$ cat src/rtl/pri_iter_pkg.sv
// pri_iter_pkg: shared state type for the set-bit iterator
package pri_iter_pkg;
  typedef enum logic {IDLE, ITER} state_t;
endpackage

$ cat src/rtl/onehot_enc.sv
// onehot_enc: one-hot to binary encoder; zero input gives zero
module onehot_enc #(
  parameter int W = 32,
  localparam int IDX_W = $clog2(W)
) (
  input  logic [W-1:0]     onehot,
  output logic [IDX_W-1:0] idx
);
  always_comb begin
    idx = '0;
    for (int i = 0; i < W; i++)
      idx = idx | (onehot[i] ? i[IDX_W-1:0] : '0);
  end
endmodule

$ cat src/rtl/pri.sv
// pri: isolates the highest-priority set bit of x as a one-hot vector
module pri #(
  parameter int W = 32,
  parameter bit FROM_LSB = 1'b0
) (
  input  logic [W-1:0] x,
  output logic [W-1:0] onehot
);
  logic [W-1:0] rev, rev_oh;
  for (genvar i = 0; i < W; i++) begin : g_rev
    assign rev[i] = x[W-1-i];
  end
  // two's-complement trick keeps only the lowest set bit
  assign rev_oh = rev & (~rev + 1'b1);
  logic [W-1:0] lsb_oh, msb_oh;
  assign lsb_oh = x & (~x + 1'b1);
  for (genvar i = 0; i < W; i++) begin : g_unrev
    assign msb_oh[i] = rev_oh[W-1-i];
  end
  assign onehot = FROM_LSB ? lsb_oh : msb_oh;
endmodule

$ cat src/rtl/pri_iter.sv
// pri_iter: emits the index of each set bit of an accepted vector, one per cycle
module pri_iter
  import pri_iter_pkg::*;
#(
  parameter int W = 32,
  parameter bit FROM_LSB = 1'b0,
  localparam int IDX_W = $clog2(W)
) (
  input  logic             clk,
  input  logic             arst,
  input  logic             i_x_vld,
  input  logic [W-1:0]     i_x,
  output logic             o_x_rdy,
  output logic             o_idx_vld,
  output logic [IDX_W-1:0] o_idx,
  output logic             o_idx_last,
  input  logic             i_idx_rdy,
  output logic             o_busy
);
  state_t state;
  logic [W-1:0] residual, onehot, nxt;
  logic [IDX_W-1:0] enc;
  logic load;
  pri #(.W(W), .FROM_LSB(FROM_LSB)) u_pri (.x(residual), .onehot(onehot));
  onehot_enc #(.W(W)) u_enc (.onehot(onehot), .idx(enc));
  assign nxt        = residual & ~onehot;
  assign o_busy     = state == ITER;
  assign o_idx_vld  = o_busy;
  assign o_idx      = o_busy ? enc : '0;
  assign o_idx_last = o_busy & (nxt == '0);
  assign o_x_rdy    = !o_busy | (o_idx_last & i_idx_rdy);
  // a zero vector is consumed by the handshake but never loaded
  assign load       = i_x_vld & o_x_rdy & (|i_x);
  always_ff @(posedge clk or posedge arst) begin
    if (arst) begin
      state    <= IDLE;
      residual <= '0;
    end else if (load) begin
      state    <= ITER;
      residual <= i_x;
    end else if (o_busy & i_idx_rdy) begin
      residual <= nxt;
      if (o_idx_last) state <= IDLE;
    end
  end
  a_onehot: assert property (@(posedge clk) disable iff (arst) $onehot0(onehot));
  a_resid: assert property (@(posedge clk) disable iff (arst) !o_idx_vld || residual != '0);
endmodule

$ cat config.mk
export PLATFORM = sky130hd
export DESIGN_NAME = pri_iter
export DESIGN_NICKNAME = d
export VERILOG_FILES = /design/src/rtl/pri_iter_pkg.sv /design/src/rtl/onehot_enc.sv /design/src/rtl/pri.sv /design/src/rtl/pri_iter.sv
export SDC_FILE = /design/constraint.sdc
export NUM_CORES = 1
export LEC_CHECK = 0
export ABC_AREA = 0
export CAP_MARGIN = 20
export CORE_UTILIZATION = 51
export DETAILED_ROUTE_END_ITERATION = 12
export GPL_TIMING_DRIVEN = 0
export HOLD_SLACK_MARGIN = 0.05
export MAX_ROUTING_LAYER = met4
export PLACE_DENSITY = 0.86
export SKIP_LAST_GASP = 1
export SYNTH_ARGS = -nofsm -noshare
export SYNTH_HDL_FRONTEND = slang
export SYNTH_SLANG_ARGS = --single-unit
$ cat constraint.sdc
create_clock -name clk -period 4 [get_ports clk]
set_input_delay 0.4 -clock clk [delete_from_list [all_inputs] [get_ports clk]]
set_output_delay 0.4 -clock clk [all_outputs]
set_load 0.05 [all_outputs]
==> run metrics, run 1 <==
most frequent cells in the layout inv_1, o21ai_0, clkdlybuf4s50_1, dfrtp_1; # rows 25; Synth top area share 0.3181; Max Fclk 274.7 MHz; H-tree level count 2; total CTS buffers 5; Area contributors post-synth dfrtp_1, o21ai_0, inv_1; GP Congestion 1.005; Root Driver clkbuf_8; worst flop-to-flop path startpoint residual[25]$_DFFE_PP0P_; DRT antenna net count 0; num ports 45; Hold Path Class in -> async; core area 4817 µm²; grt total ovfl 0; WS Path Type reg -> out; Primary FF master, synth dfrtp_1; number of global-route vias before repair roughly 2.9k; total detailed-routing wirelength 9236 µm; Slew headroom 0.5459; clk sinks 33; area grow syn2layout 25.45%; CP startpoint residual[25]$_DFFE_PP0P_; antenna violations before repair 0; Synth Warn # 0; Reg clk slew, reported paths approximately 0.070 ns; Fin. Hold Viols 0; EDFF count, synth 0; Die Width 73.35 µm; clock latency on the worst-skew pair between 0.2 and 0.3 ns; detailed placer's ending HPWL approximately 7100 µm; Wirelength per Cell 20.71 µm; post-synth cell types 56; synthesis-stage register bit count 33; Initial Util 0.5390; Die Ht 73.35 µm; Crit. End Element primary output; vias per cell 6.545; setup bufs post-CTS 0; final setup vio count 0; drt drc 0; Die ar. 5380 µm²; RSZ-0062 raised after global routing false; Clock Tree Buf Depth 2; Layout Nets 415; TNS Setup 0 ns; Post-CTS Hold Buffers 0; Reg2Reg Depth 8; Req. time, crit path 3.60 ns; WHS 0.4794 ns; via count 2919; CP startpoint kind register; port bufs 44; global-route wire length before repair around 15000 µm; reg2reg setup slack a little over 0.8 ns; Ant. Diodes 0; Mapped Cells 327; Final min period 3.640 ns; FILL cells 436; Crit Path Max Fanout 7; area of the mapped netlist around 2600 µm²; Max Cap Viol 0; drt pass-1 iters 5; final cell count without fillers approximately 450; Mapped Nets ~360; run status completed; share of layout cells above drive strength 1 0.1082; commonest non-fill, non-tap cell in the layout inv_1; period utilization 0.9101; dpl cells 439; post-synthesis sequential area ratio 0.3181; average size of a mapped cell 7.940 µm²; Async S/R FF share, synth 1.000; WP data arrival approximately 3.2 ns; Total GRT Usage 0.3792; Slew @ Worst Pin 0.6786 ns; Clock Skews 0.005642 ns; area leader, netlist dfrtp_1; pin count of the biggest net entering global routing 23; DR iter-0 viols around 350; fin. max-slew vios 0; FF-to-FF End residual[4]$_DFFE_PP0P_; CTS tree yes
## stage by stage
| step | utilization | cell area (µm²) | setup WS [ns] |
|---|---|---|---|
| 2_1_floorplan | - | 2596 | 1.196 |
| 3_3_place_gp | 0.6478 | 3120 | 0.1142 |
| 3_5_place_dp | 0.6535 | 3148 | 0.2111 |
| 4_1_cts | 0.6730 | 3242 | 0.01735 |
| 5_1_grt | 0.6761 | 3257 | 0.2140 |
| 6_report | 0.6761 | 3257 | 0.3597 |
## what timing repair did
item / CTS / global route
endpoints found under the hold margin: 0 / 0
resized for setup: 1 / 6
endpoints found under the setup margin: 2 / 6
cloned: 0 / 0
## flip-flops by register name, indices dropped and copies added (netlist names)
| register | count |
|---|---|
| residual | 32 |
| o_busy | 1 |
## cells in the mapped netlist (3+ instances only)
master and instances:
o211ai_1 13, a21oi_1 11, buf_2 3, nor3_2 6, nor4_4 3, dfrtp_1 33
nand2b_1 4, a31oi_1 5, o21ai_0 43, clkbuf_1 8, nor2_1 28, o22ai_1 3
nand4_1 5, nor4_1 12, nand3_1 10, inv_1 45, nor3_4 3, a211oi_1 3
o311ai_0 10, nand2_1 28
## layer usage
layer  share of wire  GRT usage
met4           0.027     0.1496
met2            0.46     0.5772
met3           0.086    0.08916
met1            0.43     0.4872
met5               0          -
## worst max-delay path, stage by stage (launching register included)
cell,delay (ns)
dfrtp_1,0.49
nor4_4,0.47
nand3_1,0.40
o21ai_0,0.33
o2111ai_1,0.20
nor4_4,0.39
and3_1,0.25
dlymetal6s2s_1,0.43
## worst max-delay path by stage
stage                       to  slack [ns]
floorplan             o_idx[3]        1.20
global placement    o_idx_last        0.11
detailed placement  o_idx_last        0.21
CTS                 o_idx_last        0.02
global route        o_idx_last        0.21
finish              o_idx_last        0.36
## layout make-up
type	instances	area [µm²]	area share
plain buffers	14	75.07	0.02305
clock buffers	7	86.33	0.02651
inverters	45	168.9	0.05186
multi-input cells	235	1534	0.4710
flip-flops and latches	33	825.8	0.2536
well taps	67	83.83	0.02574
repair buffers	45	483.0	0.1483
## cells by family after synthesis
logic type,Yosys count,share of synthesized area
compound gates,109,0.2752
simple gates,122,0.2949
mux,4,0.01783
buf+inv,59,0.09397
flops,33,0.3181
Power of run 1 is not shown: default switching activity piles up to over one toggle a cycle in this logic, so the estimate is an artifact.
==> run 2: changes to the inputs <==
--- a/config.mk
+++ b/config.mk
@@ -5,7 +5,6 @@
 export SDC_FILE = /design/constraint.sdc
 export NUM_CORES = 1
 export LEC_CHECK = 0
-export ABC_AREA = 0
 export CAP_MARGIN = 20
 export CORE_UTILIZATION = 51
 export DETAILED_ROUTE_END_ITERATION = 12
==> results of run 2 <==
Same layout as run 1: the final DEF is identical, and so are final timing and power.
Power of run 2 is left out for the same reason.
==> run 3: changes to the inputs <==
--- a/config.mk
+++ b/config.mk
@@ -11,8 +11,9 @@
 export GPL_TIMING_DRIVEN = 0
 export HOLD_SLACK_MARGIN = 0.05
 export MAX_ROUTING_LAYER = met4
-export PLACE_DENSITY = 0.86
+export PLACE_DENSITY = 0.82
 export SKIP_LAST_GASP = 1
 export SYNTH_ARGS = -nofsm -noshare
 export SYNTH_HDL_FRONTEND = slang
+export SYNTH_HIERARCHICAL = 1
 export SYNTH_SLANG_ARGS = --single-unit
==> run 3 against run 2 <==
Net effect:
- maximum frequency down 13%
- highest routed layer unchanged
- cell area up 72%
- global-route usage up 3.0 points
- synthesized cell count up 85%
- non-clock buffer count up 63
- sequential share of layout area down 11 points
- the run now ends with setup timing left
- clock-buffer cell count unchanged
- clock skew down 0.0022 ns
- first-iteration DRC count up 53%
- critical path depth up 2
- utilization up 0.37 points
- critical path type unchanged
- via count up 91%
==> run metrics, run 3 <==
run status finished with violations; failing checks setup timing; RSZ-0062 raised after global routing true; Reg clk slew, reported paths 0.08 ns (about the same); antenna violations before repair 0 (unchanged); Mapped Cells 604 (+85%); port bufs 44 (unchanged); fin. max-slew vios 0 (unchanged); Max Cap Viol 0 (unchanged); Primary FF master, synth dfrtp_1; WS Path Type reg -> out; WP data arrival 3.80 ns (+0.56 ns); DRT antenna net count 0 (unchanged); leakage power ~2.1 nW; Initial Util 0.5305 (-0.008507); pin count of the biggest net entering global routing 19 (-17%); DR iter-0 viols 540 (+53%); number of global-route vias before repair 5028 (+75%); post-synthesis sequential area ratio 0.1885 (-0.1296); Die ar. 8963 µm² (+67%); Largest register FFs 32 (unchanged); TNS Setup -1.772 ns (-1.772 ns); worst-path cell chain or4_4, or2_1, nor4b_1, nor2b_1, nor4_1, and4_4, nand4_1, nand2_2, buf_6; # rows 33 (+32%); core area 8258 µm² (+71%); most frequent cells after synthesis a211oi_1, clkbuf_1, inv_1, nand2_1, nand4_1; Largest stage delay, worst path 0.78 ns (+0.29 ns); Stages on worst setup path 9 (+2); commonest non-fill, non-tap cell in the layout a211oi_1; post-synth cell types 41 (-27%); drt drc 0 (unchanged); CP startpoint kind register; maximum VDD drop around 0.00011 V; EDFF count, synth 0 (unchanged); Final Core Density 0.6798 (+0.003744); Area contributors post-synth dfrtp_1, a211oi_1, a2111oi_0; Clock Tree Buf Depth 2 (unchanged); Wirelength per Cell 23.04 µm (+11%); Worst path top cell family by delay simple AND/OR/NAND/NOR gates; Layout Nets 700 (+69%); total CTS buffers 5 (unchanged); Worst Path Buf+Inv 1 (unchanged); Mapped Nets 640 (+76%); Post-Place Setup Slack -1.310 ns (-1.521 ns); Biggest register residual; Ant. Diodes 0 (unchanged); average size of a mapped cell 7.252 µm² (-8.7%); Crit. End Element primary output; Req. time, crit path 3.60 ns (about the same); Final min period 4.199 ns (+0.5585 ns); CTS tree yes; Die Width 94.68 µm (+29%); busiest grt layer met2; FILL cells 691 (+58%); area of the mapped netlist 4380 µm² (+69%); cell with the most instances after synthesis a211oi_1; Slew @ Worst Pin 0.9008 ns (+0.2222 ns); PnR worst setup slack -0.1988 ns (-0.5585 ns); Slew headroom 0.3839 (-0.1620); clock latency on the worst-skew pair 0.29 ns (about the same); Fin. Hold Viols 0 (unchanged); vias per cell 7.239 (+11%); detailed placer's ending HPWL 13410 µm (+90%); Synth top area share 0.1885 (-0.1296); share of layout cells above drive strength 1 0.1308 (+0.02265); met3 usage 0.08696 (-0.002207); Synth Warn # 6 (+6); clk sinks 33 (unchanged); final cell count without fillers 770 (+73%); synthesis-stage register bit count 33 (unchanged); global-route wire length before repair 26850 µm (+83%); Root Driver clkbuf_8; Clock Skews 0.003402 ns (-0.002240 ns); multi-input combinational cell area 3518 µm² (+130%); grt total ovfl 0 (unchanged); Max Fclk 238.2 MHz (-13%); Reg2Reg Depth 10 (+2); area grow syn2layout 28.16%; total detailed-routing wirelength 17740 µm (+92%); met1 usage 0.5503 (+0.06309); Total GRT Usage 0.4094 (+0.03020); Die Ht 94.68 µm (+29%); Slowest-stage cell, CP nor4b_1; most frequent cells in the layout a211oi_1, clkbuf_1, inv_1, nand4_1, nand2_1; GP Congestion 1.080 (+7.4%); dpl cells 754 (+72%); H-tree level count 2 (unchanged); Hold Path Class in -> async; via count 5574 (+91%); period utilization 1.050 (+0.1396); drt pass-1 iters 5 (unchanged); Seq. cell area 827.0 µm² (+0.15%); met2 GRT Util 0.6067 (+0.02955); Crit Path Max Fanout 6 (-1); Async S/R FF share, synth 1.000 (unchanged); Power Density 164.7 nW/µm²; area leader, netlist dfrtp_1; final setup vio count 33 (+33); num ports 45 (unchanged)
run 3: per-stage QoR:
| stage | area [µm²] | power, mW | hold slack (ns) |
|---|---|---|---|
| 6_report | 5614 | 0.9249 | 0.5326 |
| 5_1_grt | 5614 | 0.9549 | 0.5933 |
| 4_1_cts | 5348 | 0.9103 | 0.5414 |
| 3_5_place_dp | 4989 | 0.6360 | 0.6999 |
| 3_3_place_gp | 4961 | 0.6303 | 0.6823 |
| 2_1_floorplan | 4389 | 0.5296 | 0.5289 |
run 3: final cells by class:
cell class / instances / share of cell area
multi-input cells: 455 / 0.6267
flip-flops and latches: 33 / 0.1473
repair buffers: 54 / 0.09650
plain buffers: 68 / 0.05661
inverters: 47 / 0.03142
well taps: 105 / 0.02340
clock buffers: 7 / 0.01716
clock inverters: 1 / 0.0008915
run 3: kinds of logic (layout without fill, tap and decap cells):
kind of cell,count (synthesis),count (layout),synth area share
AOI/OAI and AO/OA,169,169,0.3073
buffers and inverters,116,177,0.1083
DFF,33,33,0.1885
and+or+nand+nor,286,286,0.3959
run 3: layer usage:
layer  wire [µm]  vias up  part of all wire
met2        7889      385              0.44
met5           0        -                 0
met4         564        0             0.032
li1            -     2512                 -
met3        2180       53              0.12
met1        7105     2624              0.40
run 3: timing repair:
item	CTS	global route
endpoints found under the setup margin	40	36
setup buffers	5	4
resized for setup	59	39
hold buffers	0	0
pin swaps	10	10
run 3: worst reg2reg max path: cells and delay by family (launching register included):
kind | cells | cell delay [ns]
DFF | 1 | 0.41
AOI/OAI and AO/OA | 1 | 0.27
and+or+nand+nor | 7 | 2.91
buffers and inverters | 2 | 0.37
run 3: path summary, 6_finish.rpt:
kind	start	endpoint	slack [ns]
max in group asynchronous	arst	residual[31]$_DFFE_PP0P_	2.90
max reg2reg	residual[29]$_DFFE_PP0P_	residual[12]$_DFFE_PP0P_	-0.11
min in group clk	residual[26]$_DFFE_PP0P_	residual[26]$_DFFE_PP0P_	0.75
max	residual[29]$_DFFE_PP0P_	o_x_rdy	-0.20
min	arst	residual[3]$_DFFE_PP0P_	0.53
min reg2reg	residual[26]$_DFFE_PP0P_	residual[26]$_DFFE_PP0P_	0.75
run 3: power by group:
group          total [mW]  internal (mW)  switching, mW
clock network       0.296          0.156          0.140
registers           0.345          0.338        0.00718
logic               0.284          0.114          0.170
Note: power is estimated with default switching activity, not from simulation.
